**src/rtl/dcm_lock_supervisor.sv**
```systemverilog
// DCM power-up supervisor: pulses the DCM reset, waits for a stable lock and only then releases sys_reset.
// Optional timeout/retry/fail handling is enabled with `define DCM_LOCK_TIMEOUT_EN.
module dcm_lock_supervisor #(
  parameter int RST_PULSE_CYCLES    = 4,
  parameter int LOCK_TIMEOUT_CYCLES = 65535,
  parameter int STABLE_CYCLES       = 1024,
  parameter int MAX_RETRIES         = 3
) (
  input  logic       system_clock,
  input  logic       reset,
  input  logic       dcm_locked,
  output logic       dcm_reset,
  output logic       sys_reset,
  output logic       lock_fail,
  output logic [2:0] retry_count
);

  typedef enum logic [2:0] {DCM_RST, WAIT_LOCK, STABLE, RUN, FAIL} state_t;

  localparam logic [15:0] PULSE_LAST  = 16'(RST_PULSE_CYCLES - 1);
  localparam logic [15:0] STABLE_LAST = 16'(STABLE_CYCLES - 1);

  if (RST_PULSE_CYCLES < 1 || RST_PULSE_CYCLES > 255 ||
      LOCK_TIMEOUT_CYCLES < 1 || LOCK_TIMEOUT_CYCLES > 65535 ||
      STABLE_CYCLES < 1 || STABLE_CYCLES > 65535 ||
      MAX_RETRIES < 1 || MAX_RETRIES > 7) begin : g_bad_params
    $error("dcm_lock_supervisor: parameter out of range");
  end

  state_t      state, state_nxt;
  logic [15:0] cnt, cnt_nxt;
  logic        sync_q, locked_s;

`ifdef DCM_LOCK_TIMEOUT_EN
  localparam logic [15:0] TIMEOUT_LAST = 16'(LOCK_TIMEOUT_CYCLES - 1);
  localparam logic [2:0]  RETRY_MAX    = 3'(MAX_RETRIES);
  logic [2:0] retry_q, retry_nxt;
  logic       attempt_failed;
`endif

  // dcm_locked comes from the DCM's own clock domain
  always_ff @(posedge system_clock or posedge reset) begin
    if (reset) {sync_q, locked_s} <= 2'b00;
    else       {sync_q, locked_s} <= {dcm_locked, sync_q};
  end

  always_comb begin
    state_nxt = state;
    cnt_nxt   = cnt + 16'd1;
`ifdef DCM_LOCK_TIMEOUT_EN
    attempt_failed = 1'b0;
    retry_nxt      = retry_q;
`endif
    unique case (state)
      DCM_RST: if (cnt == PULSE_LAST) begin
        state_nxt = WAIT_LOCK;
        cnt_nxt   = '0;
      end
      WAIT_LOCK: begin
        // lock wins over a timeout landing on the same cycle
        if (locked_s) begin
          state_nxt = STABLE;
          cnt_nxt   = '0;
        end
`ifdef DCM_LOCK_TIMEOUT_EN
        else if (cnt == TIMEOUT_LAST) attempt_failed = 1'b1;
`else
        else cnt_nxt = '0;
`endif
      end
      STABLE: begin
        if (!locked_s) begin
`ifdef DCM_LOCK_TIMEOUT_EN
          attempt_failed = 1'b1;
`else
          state_nxt = DCM_RST;
          cnt_nxt   = '0;
`endif
        end else if (cnt == STABLE_LAST) begin
          state_nxt = RUN;
          cnt_nxt   = '0;
        end
      end
      RUN: begin
        cnt_nxt = '0;
        if (!locked_s) state_nxt = DCM_RST;
      end
      default: cnt_nxt = '0;
    endcase
`ifdef DCM_LOCK_TIMEOUT_EN
    if (attempt_failed) begin
      cnt_nxt = '0;
      if (retry_q != RETRY_MAX) retry_nxt = retry_q + 3'd1;
      state_nxt = (retry_q + 3'd1 == RETRY_MAX) ? FAIL : DCM_RST;
    end
`endif
  end

  // outputs are decoded from the next state so they line up with the state register
  always_ff @(posedge system_clock or posedge reset) begin
    if (reset) begin
      state     <= DCM_RST;
      cnt       <= '0;
      dcm_reset <= 1'b1;
      sys_reset <= 1'b1;
    end else begin
      state     <= state_nxt;
      cnt       <= cnt_nxt;
      dcm_reset <= (state_nxt == DCM_RST) || (state_nxt == FAIL);
      sys_reset <= (state_nxt != RUN);
    end
  end

`ifdef DCM_LOCK_TIMEOUT_EN
  always_ff @(posedge system_clock or posedge reset) begin
    if (reset) begin
      retry_q   <= '0;
      lock_fail <= 1'b0;
    end else begin
      retry_q   <= retry_nxt;
      lock_fail <= (state_nxt == FAIL);
    end
  end
  assign retry_count = retry_q;
`else
  assign lock_fail   = 1'b0;
  assign retry_count = 3'd0;
`endif

endmodule

```
**config.mk**
```make
export PLATFORM = sky130hd
export DESIGN_NAME = dcm_lock_supervisor
export DESIGN_NICKNAME = d
export VERILOG_FILES = /design/src/rtl/dcm_lock_supervisor.sv
export SDC_FILE = /design/constraint.sdc
export NUM_CORES = 1
export LEC_CHECK = 0
export ABC_AREA = 1
export BUFFER_PORTS_ARGS = -buffer_cell sky130_fd_sc_hd__buf_2
export CAP_MARGIN = 10
export CORE_ASPECT_RATIO = 0.75
export CORE_MARGIN = 1.5
export CORE_UTILIZATION = 41
export CTS_CLUSTER_DIAMETER = 50
export DETAILED_ROUTE_END_ITERATION = 8
export PLACE_DENSITY = 0.69
export SETUP_SLACK_MARGIN = 0.2
export SYNTH_ARGS = -nofsm -noshare
export SYNTH_HDL_FRONTEND = slang
export SYNTH_SLANG_ARGS = --single-unit
```
**constraint.sdc**
```tcl
create_clock -name system_clock -period 2.9 [get_ports system_clock]
set_input_delay 0.435 -clock system_clock [delete_from_list [all_inputs] [get_ports system_clock]]
set_output_delay 0.435 -clock system_clock [all_outputs]
set_load 0.02 [all_outputs]
```
==> key figures, run 1 <==
Synthesis
  • Syn_area_per_cell: just under 8 um2
  • Ys flop type: dfrtp_1
  • Most frequent cell after synthesis: nand2_1
  • Yosys cell types: 23
  • Post-synthesis cell area: ~0.0012 mm2
  • Asr flop ratio synth: between 90% and 100%
  • EDFF count, synth: 0
  • Share of the synthesized area in the top cell type: approximately 44%
  • Synth Instances: ~150
  • Yosys top cell by area: dfrtp_1
  • Register area share after synthesis: 48.0%
  • Synth cell count leaders: nand2_1, nor2_1, dfrtp_1
  • Yosys reg bits: 23
  • Dominant cells by area after synthesis: dfrtp_1, nand2_1, nor2_1
  • Synth warn: 0

Cells and area
  • Seq. cell area: slightly below 600 um2
  • Antenna fix cells: 0
  • Fin cells: 193
  • Post-layout nets: roughly 160
  • Area of the multi-input gates: between 500 and 600 um2
  • Share of layout cells above drive strength 1: between 10% and 20%
  • Fillcell total: about 260
  • Area Overhead vs Synth: 6.34%

Clock tree
  • Root buf cell: clkbuf_8
  • CTS clk-pin slew, worst paths: 0.08 ns
  • CTS Hold Bufs: 0
  • Number of setup buffers added after CTS: 0
  • Clock buffer depth: 2
  • Clk sinks: 23
  • Num CTS Buffers: 3
  • PostCTS Resize Cnt: 0
  • Worst-skew pair later-pin latency: around 0.26 ns
  • H-tree depth: 1
  • TritonCTS clock tree: built

GRT
  • Number of antenna violations at the first check in global routing: 0
  • GRT Total Usage: 13.3%
  • Vias in the first global route: approximately 770
  • Global route overflow: 0
  • First-pass GRT wire length: between 3 and 4 mm
  • Largest net degree at the start of global routing: 24

STA
  • Final setup fails: 0
  • Worst slew pin tran: approximately 0.83 ns
  • Slew Limit Fails: 0
  • RSZ-0062 raised after global routing: no
  • Fmax: 667 MHz
  • Worst clock skew: between 0.002 and 0.003 ns
  • Final Cycle Share: between 50% and 60%
  • Fin. Hold Viols: 0
  • Setup TNS: 0 ns
  • Max-slew headroom: between 40% and 50%
  • Period minus WS final: approximately 1.5 ns

Power and ir drop
  • Sw frac: 34.6%
  • Clock power frac: roughly a quarter
  • Seq pwr share: 48.2%
  • Power Internal: around 0.53 mW
  • Peak supply drop: 308 uV
  • Gate power share: between 20% and 30%
  • Tot Pwr: 0.817 mW
  • Cell Pwr Density: 638 mW/mm2
  • P_leak: between 0.6 and 0.7 nW
  • Switch Pwr: around 0.28 mW

Flow run
  • Max-cap check violation count: 0

Route
  • Initial DRC count: 37
  • Vias: roughly 870
  • Mean number of vias per cell: around 4.5
  • Final ANT Viol Nets: 0
  • Pre-Repair DR Iteration Count: 4
  • Wire length per cell: ~10 um
  • DRT Wirelength: about 2 mm
  • DR DRC count: 0

Setup path
  • Critical Path Max Stage Delay: 0.38 ns
  • Cell family with most CP delay: simple AND/OR/NAND/NOR gates
  • Crit Path Category: register to register
  • CP most frequent cell: nor2_1
  • CP bufs+invs: 1
  • Setup crit start kind: register
  • Worst Path Required: roughly 3.1 ns
  • Cells along the critical path: ha_1 -> nand3_2 -> inv_2 -> nand2_2 -> nor2_1 -> nand2_1 -> xor2_1 -> nor2_1
  • Critical path arrival: about 1.7 ns
  • Crit Path Max Fanout: 4
  • Slowest CP cell: dfrtp_1
  • Endpoint class of the critical path: register

Floorplanning
  • Die Y: about 50 um
  • Die width: 65.6 um
  • Row cnt: 16
  • Die ar.: between 0.003 and 0.004 mm2
  • Ports: 9
  • Total core area: between 0.002 and 0.003 mm2
  • Initial Util: roughly 45%

Placed design
  • DP Wirelength: roughly 1.5 mm
  • # port buffers: 4
  • Dpl cells: 189
  • Final Wtd Congestion: around 0.84

Hold path
  • Min-Delay Path Class: input port to register

Run status
  • Status: finished, final reports clean
path summary, 6_finish.rpt:
| path | start | endpoint | slack (ns) | cells after the start |
|---|---|---|---|---|
| worst max-delay path | cnt[0] | cnt[14] | 1.40 | 8 |
| min in group asynchronous | reset | cnt[3] | 0.33 | 2 |
| worst max register to register | cnt[0] | cnt[14] | 1.40 | 8 |
| max in group asynchronous | reset | sync_q | 2.06 | 2 |
| worst min-delay path | dcm_locked | sync_q | 0.28 | 1 |
| worst min register to register | sync_q | locked_s | 0.35 | 0 |
through the flow:
step                cell area, um2  setup WS (ns)  hold slack [ns]  util [%]
finish                        1280           1.40            0.280      47.4
global route                  1280           1.23            0.267      47.4
CTS                           1280           1.42            0.277      47.4
detailed placement            1230           1.45            0.338      45.7
global placement              1230           1.49            0.335      45.7
floorplan                     1210           1.53            0.331         -
routing by layer:
layer	wire length [um]	vias up	global-route usage [%]
li1	-	458	-
met1	1030	389	19.0
met2	797	20	19.0
met3	104	4	5.02
met4	22	0	3.13
met5	0	-	0
placed cells by master (no fill, tap or decap), types with 2 or more instances in the layout:
cell type / Yosys / final
inv_2: 3 / 3
dfstp_2: 2 / 2
clkbuf_8: 0 / 3
buf_2: 0 / 4
nand4_1: 4 / 4
conb_1: 1 / 4
o21ai_0: 3 / 3
xnor2_1: 3 / 3
nand3_1: 5 / 5
inv_1: 17 / 17
dfrtp_1: 21 / 21
nor3_1: 4 / 4
nand2_2: 3 / 3
xor2_1: 6 / 6
nor2_1: 32 / 32
nor2_2: 3 / 3
nand3_2: 2 / 2
nand2_1: 33 / 33
area by class of cell:
class	instances	area share (%)
sequential	23	45.2
timing repair buffer	4	1.56
multi-input combinational	105	39.9
inverter	21	6.35
tap	36	3.52
clock buffer	4	3.52
flip-flops by register name, summed over array words and instances, names as in the netlist:
signal and count:
cnt 16, state 3, dcm_reset 1, locked_s 1, sync_q 1, sys_reset 1
power by group through the flow:
stage / Combinational, mW / Clock, mW / Sequential [mW]
after floorplan: 0.200 / 0 / 0.402
after global placement: 0.222 / 0 / 0.399
after detailed placement: 0.230 / 0 / 0.400
after CTS: 0.231 / 0.199 / 0.394
after global routing: 0.265 / 0.215 / 0.399
final: 0.229 / 0.194 / 0.394
cells by family after synthesis:
family / share of synthesized area, %
other: 0.312
XOR/XNOR: 6.55
adder cells (fa/ha/maj): 1.04
buffers and inverters: 10.5
flip-flops: 48.0
AO/OA/AOI/OAI: 1.25
AND/OR/NAND/NOR: 32.3
Note: power is estimated with default switching activity, not from simulation.
==> inputs of run 2 (changes only) <==
- PLACE_DENSITY: 0.69 -> 0.71
- clock period: 2.9 -> 1.3 ns (I/O delays scaled with it)
==> run 2 against run 1 <==
  * The flow now finishes with violations (negative setup slack)
  * Core utilization increased by 10 points
  * Sequential cell count unchanged
  * Clock power increased by 130%
  * Maximum frequency increased by 8.6%
  * Die area unchanged
  * Clock skew increased by 0.0019 ns
  * Worst setup slack got worse by 1.5 ns
  * Combinational power increased to 3.8 times the previous value
  * Power increased to 2.7 times the previous value
  * First-iteration DRC count increased by 14%
  * Hold slack got worse by 0.24 ns
  * Critical endpoint is now cnt[12]
==> key figures, run 2 (synthesis results as in run 1) <==
Clock tree
  • Root buf cell: clkbuf_8
  • Worst-skew pair later-pin latency: 0.26 ns
  • Num CTS Buffers: 3
  • Clk sinks: 23
  • CTS clk-pin slew, worst paths: 0.08 ns
  • H-tree depth: 1
  • TritonCTS clock tree: built
  • Clock buffer depth: 2

Flow run
  • Max-cap check violation count: 0

Placed design
  • DP Wirelength: about 1.6 mm
  • Worst slack, placed: -0.0966 ns
  • Final Wtd Congestion: 0.823
  • # port buffers: 4

Route
  • DR DRC count: 0
  • DRT Wirelength: ~2.6 mm
  • Met1 WL: roughly 1.3 mm
  • Vias: 1008
  • Met2 routed WL: about 1.3 mm
  • Final ANT Viol Nets: 0
  • Highest routed metal layer: met3
  • Met3 Wirelength: roughly 100 um
  • Pre-Repair DR Iteration Count: 4
  • Wire length per cell: approximately 13 um
  • Mean number of vias per cell: around 4.8
  • Initial DRC count: 42

STA
  • Fmax: just over 700 MHz
  • Hold Slack: ~0.040 ns
  • Final setup fails: 16
  • Worst clock skew: 0.00439 ns
  • Period minus WS final: around 1.4 ns
  • Final worst slack: -0.0811 ns
  • Slew Limit Fails: 0
  • RSZ-0062 raised after global routing: yes
  • Setup TNS: -0.943 ns
  • Final Cycle Share: 106%
  • Fin. Hold Viols: 0

Floorplanning
  • Initial Util: roughly 45%
  • Die Y: ~50 um
  • Ports: 9
  • Die width: 65.6 um
  • Die ar.: between 0.003 and 0.004 mm2
  • Total core area: approximately 0.0027 mm2
  • Row cnt: 16

GRT
  • GRT Total Usage: 17.2%
  • Global route overflow: 0
  • Number of antenna violations at the first check in global routing: 0
  • Largest net degree at the start of global routing: 24
  • Vias in the first global route: roughly 970
  • First-pass GRT wire length: between 4 and 5 mm

Hold path
  • Min-Delay Path Class: input port to register

Power and ir drop
  • P_leak: between 0.7 and 0.8 nW
  • Peak supply drop: roughly 740 uV
  • Tot Pwr: 2.19 mW
  • Cell Pwr Density: between 1000 and 1500 mW/mm2

Setup path
  • Worst Path Required: roughly 1.5 ns
  • Crit Path Max Fanout: 8
  • Endpoint class of the critical path: register
  • R2R setup slack: -0.08 ns
  • Setup crit start kind: register
  • Critical path arrival: around 1.6 ns
  • Crit Path Category: register to register

Cells and area
  • Most frequent cells in the layout: nand2_1, dfrtp_1, nor2_1
  • Share of layout cells above drive strength 1: 36.6%
  • Post-layout nets: between 150 and 200
  • Area Overhead vs Synth: 29.0%
  • Largest register FFs: 16
  • Core Util, Final: between 50% and 60%
  • Most flops, register: cnt
  • Most common library cell in the layout ignoring fill and taps: nand2_1
  • Fillcell total: between 200 and 250
  • Antenna fix cells: 0
  • Top flop regs: cnt: 16 flops, state: 3 flops

Run status
  • Failing checks: negative setup slack
  • Status: finished, violations left
## run 2: repair_timing
action                                 CTS  global route
setup endpoints to repair               21            21
pin swaps                                5             8
resized for setup                       18            22
setup buffers                            1             3
endpoints found under the hold margin   21             0
gates cloned                             1             0
hold buffers                             1             0
## run 2: per-layer routing
layer | vias up | global-route usage (%)
met4 | 0 | 3.13
met5 | - | 0
met1 | 480 | 24.4
met2 | 30 | 26.0
li1 | 498 | -
met3 | 0 | 5.25
## run 2: final timing paths
check,to,startpoint,cells after the start
worst max-delay path,cnt[12],cnt[1],10
worst min-delay path,sync_q,dcm_locked,1
worst max register to register,cnt[12],cnt[1],10
worst min register to register,locked_s,sync_q,0
max in group asynchronous,sys_reset,reset,4
min in group asynchronous,state[2],reset,4
## run 2: layout make-up
class	instances	area [um2]	share of cell area (%)
Timing Repair Buffer	21	163	10.5
Inverter	21	86.3	5.56
Tap cell	36	45.0	2.90
Timing Repair inverter	1	11.3	0.725
Sequential cell	23	579	37.3
Multi-Input combinational cell	105	623	40.1
Clock buffer	4	45.0	2.90
## run 2: critical path: stages, from the launching register on
cell	delay (ns)
dfrtp_1	0.42
ha_4	0.18
nand3_2	0.08
inv_2	0.05
nand2_4	0.08
inv_2	0.04
nand2_2	0.06
nand3_2	0.08
nand2_4	0.15
inv_8	0.07
nor2_4	0.10
## run 2: per-stage QoR
stage / instance area (um2) / cells
global route: 1550 / 211
floorplan: 1220 / 155
detailed placement: 1340 / 201
finish: 1550 / 211
global placement: 1340 / 201
CTS: 1460 / 208
## run 2: power breakdown
group          internal (mW)  total [mW]  switching (mW)
Combinational          0.314       0.864           0.551
Sequential             0.817       0.888          0.0712
Clock                  0.219       0.439           0.221
==> inputs of run 3 (changes only) <==
- BUFFER_PORTS_ARGS: -buffer_cell sky130_fd_sc_hd__buf_2 -> default
- DONT_BUFFER_PORTS: default -> 1
- PLACE_DENSITY: 0.71 -> 0.68
==> run 3 against run 2 <==
  * Largest power group unchanged
  * The flow still finishes with violations (negative setup slack)
  * Maximum frequency up 0.45%
  * Power down 1.4%
  * Wire length down 5.5%
==> key figures, run 3 (synthesis results as in run 1) <==
Run status
  • Status: finished, violations left
  • Failing checks: negative setup slack

Power and ir drop
  • Cell Pwr Density: 1410 mW/mm2
  • Clock power frac: between 20% and 30%
  • Power Internal: between 1 and 1.5 mW
  • Peak supply drop: 659 uV
  • Seq pwr share: a little over two fifths
  • Gate power share: a little under two fifths
  • Switch Pwr: approximately 0.83 mW
  • Sw frac: about two fifths
  • P_leak: about 0.75 nW

Flow run
  • Max-cap check violation count: 0

Setup path
  • Crit Path Max Fanout: 8
  • Critical path arrival: approximately 1.6 ns
  • Critical Path Max Stage Delay: about 0.42 ns
  • Worst Path Required: approximately 1.5 ns
  • Cells along the critical path: ha_4 -> nand3_2 -> inv_2 -> nand2_4 -> inv_2 -> nand2_2 -> nand3_2 -> nand2_4 -> inv_8 -> nor2_1
  • R2R setup slack: -0.07 ns
  • Slowest CP cell: dfrtp_1
  • Endpoint class of the critical path: register
  • Setup crit start kind: register
  • Crit Path Category: register to register

Hold path
  • Min-Delay Path Class: input port to async pin

Clock tree
  • H-tree depth: 1
  • Root buf cell: clkbuf_8
  • Num CTS Buffers: 3
  • Worst-skew pair later-pin latency: 0.26 ns
  • Clock buffer depth: 2
  • TritonCTS clock tree: built
  • Clk sinks: 23
  • CTS clk-pin slew, worst paths: 0.08 ns

Cells and area
  • Largest register FFs: 16
  • Most common library cell in the layout ignoring fill and taps: nand2_1
  • Fillcell total: 247
  • Top flop regs: cnt: 16 flops, state: 3 flops
  • Area Overhead vs Synth: 27.3%
  • Post-layout nets: roughly 180
  • Antenna fix cells: 0
  • Share of layout cells above drive strength 1: 34.5%
  • Most flops, register: cnt
  • Most frequent cells in the layout: nand2_1, dfrtp_1, nor2_1
  • Fin cells: between 200 and 250
  • Seq. cell area: between 500 and 600 um2
  • Area of the multi-input gates: 608 um2

STA
  • Fmax: between 700 and 800 MHz
  • RSZ-0062 raised after global routing: yes
  • Worst clock skew: 0.00211 ns
  • Hold Slack: about 0.34 ns
  • Final worst slack: -0.0749 ns
  • Slew Limit Fails: 0
  • Fin. Hold Viols: 0
  • Final setup fails: 17
  • Final Cycle Share: 106%
  • Period minus WS final: about 1.4 ns

GRT
  • First-pass GRT wire length: 4.35 mm
  • Global route overflow: 0
  • Vias in the first global route: about 950
  • GRT Total Usage: about 18%
  • Number of antenna violations at the first check in global routing: 0
  • Largest net degree at the start of global routing: 15

Placed design
  • Final Wtd Congestion: approximately 0.8
  • DP Wirelength: 1.75 mm
  • # port buffers: 0
  • Worst slack, placed: -0.0878 ns
  • Dpl cells: about 200

Floorplanning
  • Die Y: 49.9 um
  • Row cnt: 16
  • Ports: 9
  • Initial Util: about 45%
  • Die width: 65.6 um
  • Total core area: about 0.0027 mm2
  • Die ar.: 0.00327 mm2

Route
  • Pre-Repair DR Iteration Count: 4
  • Final ANT Viol Nets: 0
  • Wire length per cell: about 12 um
  • Initial DRC count: 61
  • DR DRC count: 0
  • DRT Wirelength: between 2 and 2.5 mm
  • Mean number of vias per cell: roughly 4.7
  • Vias: 987
[run 3: cell types whose count changed in the layout (fill, tap and decap cells not counted), sizes merged]
cell / previous run / this run
dlygate4sd3: 1 / 2
buf: 20 / 18
[run 3: final cells by class]
cell class	count	share of cell area, %
clock buffers	4	2.94
inverters	21	5.63
multi-input cells	105	39.7
flip-flops and latches	23	37.7
well taps	36	2.94
repair buffers	20	10.4
repair inverters	1	0.735
[run 3: layer usage]
| layer | vias up | share of wire [%] | GRT usage (%) |
|---|---|---|---|
| li1 | 492 | - | - |
| met1 | 471 | 51 | 25.4 |
| met2 | 20 | 45 | 27.6 |
| met3 | 4 | 3.3 | 4.79 |
| met4 | 0 | 0.68 | 2.08 |
| met5 | - | 0 | 0 |
[run 3: power by group through the flow]
stage          combinational, mW  clock, mW  sequential, mW
4_1_cts                    0.697      0.449           0.905
6_report                   0.812      0.436           0.914
5_1_grt                    0.911      0.477           0.926
3_5_place_dp               0.535          0           0.906
2_1_floorplan              0.447          0           0.899
3_3_place_gp               0.515          0           0.900
[run 3: worst paths after layout]
check | startpoint | end | cells past startpoint
setup / recovery | cnt[1] | cnt[9] | 10
hold / removal | reset | state[1] | 2
setup reg to reg | cnt[1] | cnt[9] | 10
hold reg to reg | sync_q | locked_s | 0
max in group asynchronous | reset | cnt[15] | 3
min in group system_clock | sync_q | locked_s | 0
[run 3: per-stage QoR]
step           TNS [ns]  util, %  power, mW  instance area [um2]
2_1_floorplan    -0.267        -       1.35                 1220
3_3_place_gp     -0.873     49.2       1.41                 1330
3_5_place_dp      -1.15     49.2       1.44                 1330
4_1_cts          -0.497     54.3       2.05                 1470
5_1_grt           -2.61     56.7       2.31                 1530
6_report         -0.828     56.7       2.16                 1530
[run 3: timing repair]
action | CTS | global route
pin swaps | 2 | 10
resized for setup | 11 | 21
cloned | 1 | 0
endpoints found under the setup margin | 19 | 19
endpoints found under the hold margin | 8 | 0
hold buffers | 2 | 0
buffers inserted | 4 | 0
[run 3: worst max-delay path, delay by kind of cell (launching register included)]
| kind | cells | cell delay [ns] |
|---|---|---|
| buffers and inverters | 3 | 0.15 |
| adder cells (fa/ha/maj) | 1 | 0.19 |
| flip-flops | 1 | 0.42 |
| AND/OR/NAND/NOR | 6 | 0.53 |
